--- src/rtl/p2s_pkg.sv ---
// p2s_pkg: shared types and helpers for the p2s round-robin scheduler
package p2s_pkg;
  typedef enum logic [1:0] {IDLE, HDR, PAY, DRAIN} sched_state_t;
  localparam int MAX_R = 32;
  function automatic int cnt_width(input int n);
    return $clog2(2 * n + 1);
  endfunction
  // First set bit of req at or above ptr, wrapping at r; falls back to ptr when req is empty.
  function automatic int unsigned rr_pick(input logic [MAX_R-1:0] req, input int unsigned ptr, input int unsigned r);
    int unsigned idx;
    rr_pick = ptr;
    for (int k = MAX_R - 1; k >= 0; k--) begin
      if (k < int'(r)) begin
        idx = ptr + k;
        if (idx >= r) idx -= r;
        if (req[idx]) rr_pick = idx;
      end
    end
  endfunction
endpackage

--- src/rtl/p2s_sched_rr_arbiter.sv ---
// rr_arbiter: combinational round-robin pick from a request vector and a start pointer
//   req_i  request vector, ptr_i  search start index
//   gnt_o  chosen index, any_o  at least one request present
module rr_arbiter
  import p2s_pkg::*;
#(
  parameter int R = 4,
  localparam int GW = R > 1 ? $clog2(R) : 1
) (
  input  logic [R-1:0]  req_i,
  input  logic [GW-1:0] ptr_i,
  output logic [GW-1:0] gnt_o,
  output logic          any_o
);
  assign any_o = |req_i;
  assign gnt_o = GW'(rr_pick(MAX_R'(req_i), 32'(ptr_i), R));
endmodule

--- src/rtl/p2s_sched.sv ---
// p2s_sched: round-robin scheduler sharing one p2s serializer between R requesters
//   clk, rstn                       clock, async active-low reset
//   req_data/req_valid/req_ready    R requester words, valids, one-hot accept pulse
//   par_data/par_valid/par_ready    parallel port toward the p2s
//   ser_valid/ser_ready             p2s serial handshake, monitored to count beats
//   grant_id, busy                  current/last grant, high outside IDLE
module p2s_sched
  import p2s_pkg::*;
#(
  parameter int N = 4,
  parameter int R = 4,
  parameter bit SEND_HDR = 1'b1,
  localparam int GW = R > 1 ? $clog2(R) : 1
) (
  input  logic           clk,
  input  logic           rstn,
  input  logic [R*N-1:0] req_data,
  input  logic [R-1:0]   req_valid,
  output logic [R-1:0]   req_ready,
  output logic [N-1:0]   par_data,
  output logic           par_valid,
  input  logic           par_ready,
  input  logic           ser_valid,
  input  logic           ser_ready,
  output logic [GW-1:0]  grant_id,
  output logic           busy
);
  localparam int CW = cnt_width(N);
  localparam logic [CW-1:0] FRAME_BEATS = CW'(SEND_HDR ? 2 * N : N);
  if ($clog2(R) > N || R > MAX_R || R < 1) begin : g_bad_cfg
    $error("p2s_sched: unsupported R=%0d for N=%0d", R, N);
  end
  sched_state_t state_q;
  logic [GW-1:0] ptr_q, grant_q, pick;
  logic [N-1:0] hold_q, par_data_q;
  logic [CW-1:0] cnt_q, cnt_d;
  logic [R-1:0] req_ready_q;
  logic par_valid_q, busy_q, any_req, par_fire;
  rr_arbiter #(.R(R)) u_arb (
    .req_i(req_valid),
    .ptr_i(ptr_q),
    .gnt_o(pick),
    .any_o(any_req)
  );
  // Beats are counted from HDR/PAY entry, so header bits emitted before DRAIN are included.
  assign cnt_d = cnt_q + CW'(ser_valid && ser_ready);
  assign par_fire = par_valid_q && par_ready;
  always_ff @(posedge clk or negedge rstn) begin
    if (!rstn) begin
      state_q     <= IDLE;
      ptr_q       <= '0;
      grant_q     <= '0;
      hold_q      <= '0;
      par_data_q  <= '0;
      cnt_q       <= '0;
      req_ready_q <= '0;
      par_valid_q <= 1'b0;
      busy_q      <= 1'b0;
    end else begin
      req_ready_q <= '0;
      case (state_q)
        IDLE: if (any_req) begin
          hold_q      <= req_data[int'(pick)*N +: N];
          grant_q     <= pick;
          req_ready_q <= R'(1) << pick;
          cnt_q       <= '0;
          busy_q      <= 1'b1;
          state_q     <= SEND_HDR ? HDR : PAY;
        end
        HDR: begin
          cnt_q       <= cnt_d;
          par_valid_q <= 1'b1;
          par_data_q  <= par_fire ? hold_q : N'(grant_q);
          if (par_fire) state_q <= PAY;
        end
        PAY: begin
          cnt_q       <= cnt_d;
          par_valid_q <= !par_fire;
          par_data_q  <= hold_q;
          if (par_fire) state_q <= DRAIN;
        end
        DRAIN: begin
          cnt_q <= cnt_d;
          if (cnt_d >= FRAME_BEATS) begin
            state_q <= IDLE;
            busy_q  <= 1'b0;
            ptr_q   <= grant_q == GW'(R - 1) ? '0 : grant_q + 1'b1;
          end
        end
      endcase
    end
  end
  assign req_ready = req_ready_q;
  assign par_data  = par_data_q;
  assign par_valid = par_valid_q;
  assign grant_id  = grant_q;
  assign busy      = busy_q;
endmodule

--- config.mk ---
export PLATFORM = sky130hd
export DESIGN_NAME = p2s_sched
export DESIGN_NICKNAME = d
export VERILOG_FILES = /design/src/rtl/p2s_pkg.sv /design/src/rtl/p2s_sched_rr_arbiter.sv /design/src/rtl/p2s_sched.sv
export SDC_FILE = /design/constraint.sdc
export NUM_CORES = 1
export LEC_CHECK = 0
export BUFFER_PORTS_ARGS = -buffer_cell sky130_fd_sc_hd__buf_2
export CAP_MARGIN = 40
export CORE_MARGIN = 1.5
export CORE_UTILIZATION = 50
export DETAILED_ROUTE_END_ITERATION = 8
export PLACE_DENSITY = 0.79
export RECOVER_POWER = 25
export SKIP_CTS_REPAIR_TIMING = 1
export SYNTH_ARGS = -nofsm -noshare
export SYNTH_HDL_FRONTEND = slang
export SYNTH_SLANG_ARGS = --single-unit
--- constraint.sdc ---
create_clock -name clk -period 6.5 [get_ports clk]
set_input_delay 1.95 -clock clk [delete_from_list [all_inputs] [get_ports clk]]
set_output_delay 1.95 -clock clk [all_outputs]
set_load 0.005 [all_outputs]
==> results of run 1 <==
==> metrics by stage <==
step | instance area (um2) | cells
final | 1860 | 242
after global routing | 1860 | 242
after CTS | 1870 | 242
after detailed placement | 1840 | 239
after global placement | 1840 | 239
after floorplan | 1640 | 163
==> Yosys cell counts, drive strengths merged, types with 4 or more instances <==
library cell | number | area [um2]
a21oi | 5 | 25.0
and2 | 4 | 26.3
dfrtp | 24 | 601
ha | 12 | 150
inv | 8 | 30.0
mux2i | 15 | 154
nand2 | 17 | 63.8
nand3 | 5 | 25.0
nor2 | 7 | 26.3
nor3b | 6 | 45.0
o211ai | 6 | 55.1
o21ai | 11 | 55.1
==> cell usage in the layout, fill, tap and decap left out, drive strengths merged, types with 2 or more instances in the layout <==
cell type	instances
and2	4
nand2b	2
nor4	2
clkbuf	4
nand2	17
a21boi	2
o211ai	6
mux2i	15
inv	8
nand4	2
o21ai	11
a21oi	5
dfrtp	24
buf	36
or2	3
ha	12
nand3	5
o22ai	3
o21a	2
nor3b	6
nor2	7
==> final timing paths <==
check | end
min in group asynchronous | ptr_q[1]
worst min-delay path | hold_q[2]
worst min register to register | hold_q[2]
worst max-delay path | hold_q[1]
worst max register to register | hold_q[1]
max in group asynchronous | hold_q[3]
==> layout make-up <==
class,instances,area (um2)
clock buffers,3,22.5
fillers,274,1210
inverters,8,30.0
multi-input cells,126,970
flip-flops and latches,24,601
well taps,44,55.1
repair buffers,37,186
==> cell families after synthesis <==
logic type	count (synthesis)
AOI/OAI and AO/OA	42
xor gates and xnor gates	2
adders and majority gates	12
buffers and inverters	13
DFF	24
muxes	17
and+or+nand+nor	53
==> routing by layer <==
layer	global-route usage, %	vias up	wire, um
li1	-	672	-
met2	36.0	45	1720
met3	4.69	0	192
met1	28.6	661	1560
met4	2.54	0	0
met5	0	-	0
==> critical path, delay by kind of cell <==
family | cells | cell delay [ns]
compound gates | 4 | 1.30
mux | 2 | 0.75
buf+inv | 1 | 0.12
==> registers in the layout, summed over array words and instances, names as in the netlist <==
name and count:
cnt_q 4, hold_q 4, par_data 4, req_ready 4, grant_id 2, ptr_q 2, state_q 2, busy 1
par_valid 1
==> where the power goes <==
part           switching, mW  leakage (nW)  internal [mW]
sequential            0.0564         0.302          0.207
clock                 0.0436        0.0138         0.0217
combinational          0.263         0.570          0.214
total                  0.363         0.885          0.443
==> summary by stage, run 1 <==
Clock tree
The number of CTS-inserted buffers is 3. The H-tree level count is 1. The CTS tree is yes. The CTS sink count is 24. Clock-pin slew was measured on the worst setup and hold paths at 0.12 ns. The clock latency at the later pin of the worst-skew pair is 0.32 ns. The cell at the root of the clock tree is sky130_fd_sc_hd__clkbuf_4. The clock passes through at most 2 buffers.

Placed design
The number of port buffers is 36. The post-place setup slack is 2.23 ns. The detailed placement HPWL is 2650 um. The global placement routability congestion is 0.786.

Hold path
The worst hold path passes through 2 cells. The startpoint of the most critical hold path is hold_q[2]. The class of the tightest hold or removal check is reg2reg.

Floorplanning
The region available for standard cell placement spans 0.00308 mm2. 37 I/O pins were placed. The floorplan step set the die height to 60.3 um. The overall die area is 0.00364 mm2. The initial standard-cell utilization of the core is 53.4%.

The floorplan die width is 60.3 um. In this run the core area contains 20 standard-cell rows.

Finish
The count of inserted antenna diode cells is 0. Measured on the finished design, the core utilization comes to 60.6%. The growth of design area from synthesis to finish is 13.4%. The layout net count is 237. The share of post-route cells with drive strength above 1 is 28.8%.

Setup path
The startpoint of the most critical setup path is req_valid[1]. The largest individual stage delay along the critical path comes from the cell sky130_fd_sc_hd__a2111oi_4. The critical path startpoint category is a primary input. The highest net fanout along the worst path is 12. Setup slack on the worst reg-to-reg path comes out at 3.05 ns.

The cell that appears most often on the critical path is sky130_fd_sc_hd__mux2i_1. The type of the worst setup path is in2reg. Traced cell by cell, the critical path runs through buf_2, mux2i_1, o22ai_2, o211a_1, a2111oi_4, mux2i_1, o211ai_2. STA classifies the critical path endpoint as a flip-flop. The number of cells traversed by the worst register-to-register path is 8. For the worst setup path, the data required time is 6.70 ns. In this run the critical register-to-register path is launched from ptr_q[0].

The worst stage delay on the critical path is 0.81 ns. STA puts the critical path data arrival time at 4.13 ns.

Global route
The wire length of the first global-routing pass is 5840 um. The pin count of the biggest net entering global routing is 25. For this run the aggregate overflow at the end of global routing stands at 0. The via count of the first global-routing pass is 1302. The all-layer global routing usage is 21.1%. The initial antenna violation count came to 0.

Timing
Setup repair after global routing left no endpoint under its margin. The worst path meets setup with 2.57 ns of slack. The number of hold violations in the final report came to 0.

The final period demand of the worst path is 3.93 ns. The worst hold slack after final layout is 0.532 ns. Headroom to the max-slew limit came out at 16.5%. The final number of max-transition violations is 0. The setup TNS after final layout is 0 ns. The share of the cycle needed by the critical path after routing is 60.4%. The count of endpoints failing setup in the final report is 0. On the final layout, the worst clock skew is 0.00991 ns.

Derived from the worst setup path, the maximum achievable clock frequency is 255 MHz. The actual slew at the worst max-slew pin is 1.25 ns.

Status
The run finished with clean final reports.

Detailed routing
The wire length per cell after detailed routing is 14.3 um. The initial DRC count is 113. Wires add up to 3470 um.

For this run, design rule violations remaining after detail routing come to 0. Across all layers, the routed design uses 1378 vias. The via-per-instance ratio is 5.69. The number of nets with antenna violations after routing is 0. The detailed-routing iteration count for the pre-antenna-repair pass is 5.

Synthesis
After Yosys synthesis, and, or, nand and nor cells account for 16.9% of the synthesized area. The async set-or-reset flop fraction in the synthesized netlist is 100%. The portion of synthesized area spent on multiplexers is 11.6%. The average cell area after synthesis is 10.1 um2. The sequential share of the synthesized area is 36.5%. Summing the areas of all compound-gate instances in the mapped netlist gives 20.2% of the synthesized area. Yosys mapped the design onto 48 distinct sky130hd cell types.

In the synthesized netlist the dominant register cell turns out to be sky130_fd_sc_hd__dfrtp_1. The post-synthesis net count is 200. By area, the combinational part of the netlist is dominated by compound AO/OA/AOI/OAI gates. The xor/xnor share of the synthesized area is 1.07%. The flip-flop and latch count after synthesis is 24.

The instance count of the mapped netlist is 163. Counting flops with a built-in enable in the synthesized netlist gives 0. Summing every instance area after synthesis gives 0.00164 mm2. For this run, the number of Yosys warnings is 0. Of the total synthesized cell area, the portion taken by full adders, half adders and majority gates is 9.13%.

Power
For this design the ratio of total power to cell area is 432 mW/mm2. VDD sags by at most 0.234 mV. The static leakage is 0.885 nW.

Summing internal, switching and leakage power gives 0.806 mW.

Job
Max-cap violations in this run came to 0.
Power figures use the tool's default switching activity.
==> inputs of run 2 (changes only) <==
clock period = 3.7 ns   (was 6.5 ns; I/O delays follow)
==> run 2 against run 1 <==
  * Clock power rose to 3.0 times the previous value
  * Clock skew decreased by 0.0042 ns
  * Count of clock-buffer cells in the layout stayed put
  * First-iteration DRC count is 65% lower
  * Wire length shrank 1.4%
  * Critical path type is now reg2reg
  * Largest power group unchanged
==> summary by stage, run 2 (synthesis gave the netlist of run 1 again) <==
Timing
Setup repair after global routing left no endpoint under its margin. The number of hold violations in the final report is 0 (unchanged). The worst slew margin relative to its limit is 17.2% (+0.77 points). The worst hold slack after final layout is 0.524 ns (-0.00728 ns). The setup TNS after final layout is 0 ns (unchanged). The count of endpoints failing setup in the final report is 0 (unchanged). The actual slew at the worst max-slew pin is 1.24 ns (-0.0115 ns). The clock period could shrink to 2.92 ns.

The final number of max-transition violations is 0 (unchanged). The worst clock skew was 0.00574 ns (-0.00417 ns). The highest attainable clock frequency is 343 MHz. After layout, the worst path uses 78.8% of the clock period.

Clock tree
The CTS clock-pin slew for the worst setup and hold paths came to 0.14 ns (+0.02 ns). The clock latency at the later pin of the worst-skew pair is 0.32 ns (about the same). The number of CTS-inserted buffers is 3 (unchanged). CTS placed an instance of sky130_fd_sc_hd__clkbuf_4 at the clock tree root. The H-tree level count is 1 (unchanged). The CTS sink count is 24 (unchanged). TritonCTS built the clock tree.

The largest buffer count on any clock path is 2 (unchanged).

Setup path
The highest net fanout along the worst path was 14 (+2). The beginning of the worst register-to-register path is ptr_q[1]. The startpoint of the most critical setup path is ptr_q[1].

The critical path required time was 3.91 ns (-2.79 ns). The critical path in this run is classified as reg2reg. The critical path startpoint category is a flip-flop.

The worst setup path is captured at a flip-flop. The data arrival time of the critical path is 3.13 ns (-1.00 ns).

Finish
The library cell used most frequently in the layout, excluding fill and tap cells, is sky130_fd_sc_hd__buf_2. The growth of design area from synthesis to finish is 16.1%. The final core utilization came to 62.0% (+1.5 points). The top cell types in the final layout, fill and taps aside, are sky130_fd_sc_hd__buf_2, sky130_fd_sc_hd__dfrtp_1, sky130_fd_sc_hd__nand2_1.

The count of inserted antenna diode cells came to 0 (unchanged). The number of fill cells is 286 (+4.4%). The share of post-route cells with drive strength above 1 came to 29.9% (+1.1 points). The layout net count is 239 (+0.84%).

Power
The peak supply drop is 0.336 mV (+43%). The static leakage was 0.910 nW (+2.7%). The total power per unit cell area is 792 mW/mm2 (+83%).

Floorplanning
The count of boundary I/O pins is 37 (unchanged). The overall die height is 60.3 um (unchanged). The initial standard-cell utilization of the core is 53.4% (unchanged). The overall die area came to 0.00364 mm2 (unchanged). The total number of placement rows is 20 (unchanged). The floorplan die width is 60.3 um (unchanged). The standard cell core area is 0.00308 mm2 (unchanged).

Global route
The initial antenna violation count is 0 (unchanged). The all-layer global routing usage is 21.1% (-0.054 points). The pin count of the biggest net entering global routing is 25 (unchanged).

The via count of the first global-routing pass is 1317 (+1.2%). The wire length of the first global-routing pass is 5830 um (-0.12%). The global-route congestion overflow total was 0 (unchanged).

Job
The max capacitance violation total was 0 (unchanged).

Detailed routing
The number of nets with antenna violations after routing came to 0 (unchanged). The initial DRC count is 40 (-65%). The wire length per cell after detailed routing came to 14.0 um (-2.6%). The number of remaining DRC errors came to 0 (unchanged).

The routed wire length came to 3420 um (-1.4%). The detailed-routing iteration count for the pre-antenna-repair pass is 4 (-1). The via-per-instance ratio is 5.50 (-3.4%). The via count of the routed design is 1348 (-2.2%).

Placed design
The global placement routability congestion is 0.742 (-5.7%). The number of port buffers came to 36 (unchanged). The detailed placement HPWL was 2610 um (-1.8%).

Hold path
The worst hold path belongs to the class reg2reg. The startpoint of the most critical hold path is hold_q[1].

Status
The run finished with clean final reports.
## run 2: cell count changes in the layout (fill, tap and decap cells not counted)
cell / previous run / this run
sky130_fd_sc_hd__bufinv_16: 0 / 1
sky130_fd_sc_hd__buf_4: 1 / 3
## run 2: worst max-delay path, cell delays in order (launching register included)
cell and delay, ns:
sky130_fd_sc_hd__dfrtp_1 0.63, sky130_fd_sc_hd__inv_1 0.16, sky130_fd_sc_hd__ha_1 0.39, sky130_fd_sc_hd__a21bo_2 0.25, sky130_fd_sc_hd__o22a_1 0.22, sky130_fd_sc_hd__o211a_1 0.26
sky130_fd_sc_hd__a2111oi_4 0.31, sky130_fd_sc_hd__buf_4 0.26, sky130_fd_sc_hd__mux2i_1 0.24, sky130_fd_sc_hd__o211ai_2 0.10
## run 2: power breakdown
part           switching [mW]  total, mW  internal, mW
Sequential             0.0734      0.437         0.364
Combinational           0.488      0.879         0.391
Clock                  0.0852      0.195         0.110
Total                   0.646       1.51         0.865
## run 2: through the flow
stage / power, mW / setup WS [ns] / cells / instance area (um2)
after CTS: 1.52 / 0.772 / 245 / 1910
after detailed placement: 1.32 / 0.576 / 241 / 1860
after global placement: 1.28 / 0.704 / 241 / 1860
final: 1.51 / 0.783 / 245 / 1910
after floorplan: 1.12 / 0.858 / 163 / 1640
after global routing: 1.65 / 0.578 / 245 / 1910
## run 2: area by class of cell
type | count | area (um2) | area share (%)
sequential | 24 | 601 | 31.5
multi-input combinational | 126 | 970 | 50.8
timing repair buffer | 39 | 201 | 10.6
inverter | 8 | 30.0 | 1.57
tap | 44 | 55.1 | 2.88
clock buffer | 3 | 22.5 | 1.18
clock inverter | 1 | 30.0 | 1.57
## run 2: final timing paths
check                               to  slack [ns]  depth (start not counted)
max                          hold_q[0]        0.78                          9
min                          hold_q[1]        0.52                          2
max reg2reg                  hold_q[0]        0.78                          9
min reg2reg                  hold_q[1]        0.52                          2
max in group asynchronous    hold_q[3]        1.96                          1
min in group asynchronous  par_data[1]        1.01                          1
## run 2: routing by layer
| metal | GRT usage [%] | part of all wire, % |
|---|---|---|
| met1 | 29.1 | 46 |
| met2 | 34.9 | 48 |
| met3 | 2.77 | 4.6 |
| met4 | 6.03 | 0.88 |
| met5 | 0 | 0 |
==> inputs of run 3 (changes only) <==
clock period = 3 ns   (was 3.7 ns; I/O delays follow)
==> run 3 against run 2 <==
  * Maximum frequency grew 12%
  * Critical path depth is the same
  * First-iteration DRC count shrank 15%
  * Largest power group unchanged
  * Critical endpoint unchanged
  * Critical path type unchanged
  * Non-clock buffer count grew 2
  * Global-route usage grew 0.35 points
  * Sequential power grew 21%
  * Register-to-register slack lost 0.38 ns
==> summary by stage, run 3 (synthesis gave the netlist of run 1 again) <==
Placed design
The global placement routability congestion was 0.846 (+14%). The instance area after placement is 0.00187 mm2 (+0.81%). The number of port buffers is 36 (unchanged). The detailed placement HPWL is 2610 um (+0.22%).

Power
The static leakage is 0.920 nW (+1.1%). The net switching power is 0.827 mW (+28%). The total power is 1.90 mW (+26%).

The part of the total power dissipated in combinational logic came to 59.1% (+0.9 points). The fraction of power spent switching nets is 43.5% (+0.69 points). The total power per unit cell area is 988 mW/mm2 (+25%).

The clock share of power is 13.1% (+0.2 points). The peak supply drop is 0.501 mV (+49%). The internal power consumption is 1.08 mW (+24%). The share of total power in sequential cells is 27.9% (-1.0 points).

Global route
The all-layer global routing usage is 21.4% (+0.35 points). The via count of the first global-routing pass is 1366 (+3.7%). The wire length of the first global-routing pass came to 5910 um (+1.3%). The pin count of the biggest net entering global routing came to 25 (unchanged).

The global-route congestion overflow total came to 0 (unchanged). The initial antenna violation count is 0 (unchanged).

Detailed routing
The routed wire length is 3560 um (+4.1%). The initial DRC count was 34 (-15%). The number of remaining DRC errors came to 0 (unchanged). The via-per-instance ratio was 5.66 (+2.9%).

The via count of the routed design is 1399 (+3.8%). The detailed-routing iteration count for the pre-antenna-repair pass is 4 (unchanged). The number of nets with antenna violations after routing is 0 (unchanged).

The wire length per cell after detailed routing is 14.4 um (+3.2%).

Floorplanning
The count of boundary I/O pins is 37 (unchanged). The standard cell core area is 0.00308 mm2 (unchanged). The floorplan die width was 60.3 um (unchanged). The overall die area is 0.00364 mm2 (unchanged). The initial standard-cell utilization of the core came to 53.4% (unchanged).

The total number of placement rows is 20 (unchanged). The overall die height is 60.3 um (unchanged).

Clock tree
The number of CTS-inserted buffers is 3 (unchanged). TritonCTS built the clock tree. The tree is rooted in a sky130_fd_sc_hd__clkbuf_4. The clock latency at the later pin of the worst-skew pair came to 0.34 ns (+0.02 ns). The CTS clock-pin slew for the worst setup and hold paths was 0.15 ns (about the same). The H-tree level count is 1 (unchanged). The CTS sink count came to 24 (unchanged). The largest buffer count on any clock path came to 2 (unchanged).

Setup path
The highest net fanout along the worst path came to 12 (-2). The worst setup path is of the reg2reg kind. The critical path required time is 3.23 ns (-0.68 ns). The critical path startpoint category is a flip-flop.

The sort of element at the end of the critical path is a flip-flop. The data arrival time of the critical path came to 2.83 ns (-0.30 ns).

Finish
Leaving out fill and tap cells, the most frequent cells in the layout are sky130_fd_sc_hd__buf_2, sky130_fd_sc_hd__dfrtp_1, sky130_fd_sc_hd__nand2_1. The growth of design area from synthesis to finish is 17.0%. The share of post-route cells with drive strength above 1 is 30.5% (+0.69 points). The library cell used most frequently in the layout, excluding fill and tap cells, is sky130_fd_sc_hd__buf_2. The final design instance area without fill is 0.00192 mm2 (+0.79%). The count of inserted antenna diode cells is 0 (unchanged). The layout net count is 241 (+0.84%).

Hold path
The class of the tightest hold or removal check is reg2reg.

Timing
The number of hold violations in the final report is 0 (unchanged). The final period demand of the worst path is 2.60 ns (-0.319 ns). The setup TNS after final layout came to 0 ns (unchanged).

The count of endpoints failing setup in the final report was 0 (unchanged). Setup repair after global routing left no endpoint under its margin. The actual slew at the worst max-slew pin is 1.29 ns (+0.0466 ns). The share of the cycle needed by the critical path after routing is 86.6% (+7.8 points). The worst clock skew is 0.00370 ns (-0.00204 ns). The highest attainable clock frequency came to 385 MHz (+12%).

The final number of max-transition violations is 0 (unchanged). The worst slew margin relative to its limit is 14.1% (-3.1 points).

Job
The max capacitance violation total came to 0 (unchanged).

Status
The run finished with clean final reports.
[run 3: cell count changes in the layout (fill, tap and decap cells not counted), sizes merged]
cell / delta
buf: +2
[run 3: power groups by stage]
stage	logic (mW)	registers, mW	clock network (mW)
CTS	1.12	0.531	0.249
detailed placement	1.11	0.537	0
floorplan	0.849	0.537	0
global route	1.24	0.547	0.254
finish	1.12	0.530	0.249
global placement	1.06	0.532	0
[run 3: metrics by stage]
stage | setup WS, ns | std cells | utilization (%) | hold slack, ns
after CTS | 0.401 | 247 | 62.6 | 0.533
after global routing | 0.270 | 247 | 62.5 | 0.560
after global placement | 0.178 | 243 | 60.9 | 0.489
after floorplan | 0.265 | 163 | - | 0.467
after detailed placement | 0.163 | 243 | 60.9 | 0.507
final | 0.401 | 247 | 62.5 | 0.537
[run 3: worst max-delay path, stage by stage, from the launching register on]
cell                        delay (ns)
sky130_fd_sc_hd__dfrtp_1          0.37
sky130_fd_sc_hd__inv_1            0.08
sky130_fd_sc_hd__ha_1             0.36
sky130_fd_sc_hd__a21bo_2          0.25
sky130_fd_sc_hd__o22a_1           0.21
sky130_fd_sc_hd__o211a_1          0.26
sky130_fd_sc_hd__a2111oi_4        0.31
sky130_fd_sc_hd__buf_4            0.27
sky130_fd_sc_hd__mux2i_1          0.28
sky130_fd_sc_hd__o211ai_2         0.09
[run 3: layer usage]
layer	vias up	track usage [%]	share of wire, %
met5	-	0	0
met3	11	3.62	4.6
met2	44	33.9	46
li1	675	-	-
met4	0	10.5	2.1
met1	669	28.7	48
[run 3: final timing paths]
check | startpoint | endpoint | slack, ns | cells after the start
max in group asynchronous | rstn | req_ready[2] | 1.44 | 1
max | ptr_q[1] | hold_q[0] | 0.40 | 9
min reg2reg | hold_q[0] | hold_q[0] | 0.54 | 2
min in group asynchronous | rstn | par_valid | 0.80 | 1
min | hold_q[0] | hold_q[0] | 0.54 | 2
max reg2reg | ptr_q[1] | hold_q[0] | 0.40 | 9
[run 3: final cells by class]
class,count,area [um2]
repair buffers,41,216
fillers,254,1150
inverters,8,30.0
well taps,44,55.1
flip-flops and latches,24,601
clock inverters,1,30.0
multi-input cells,126,970
clock buffers,3,22.5
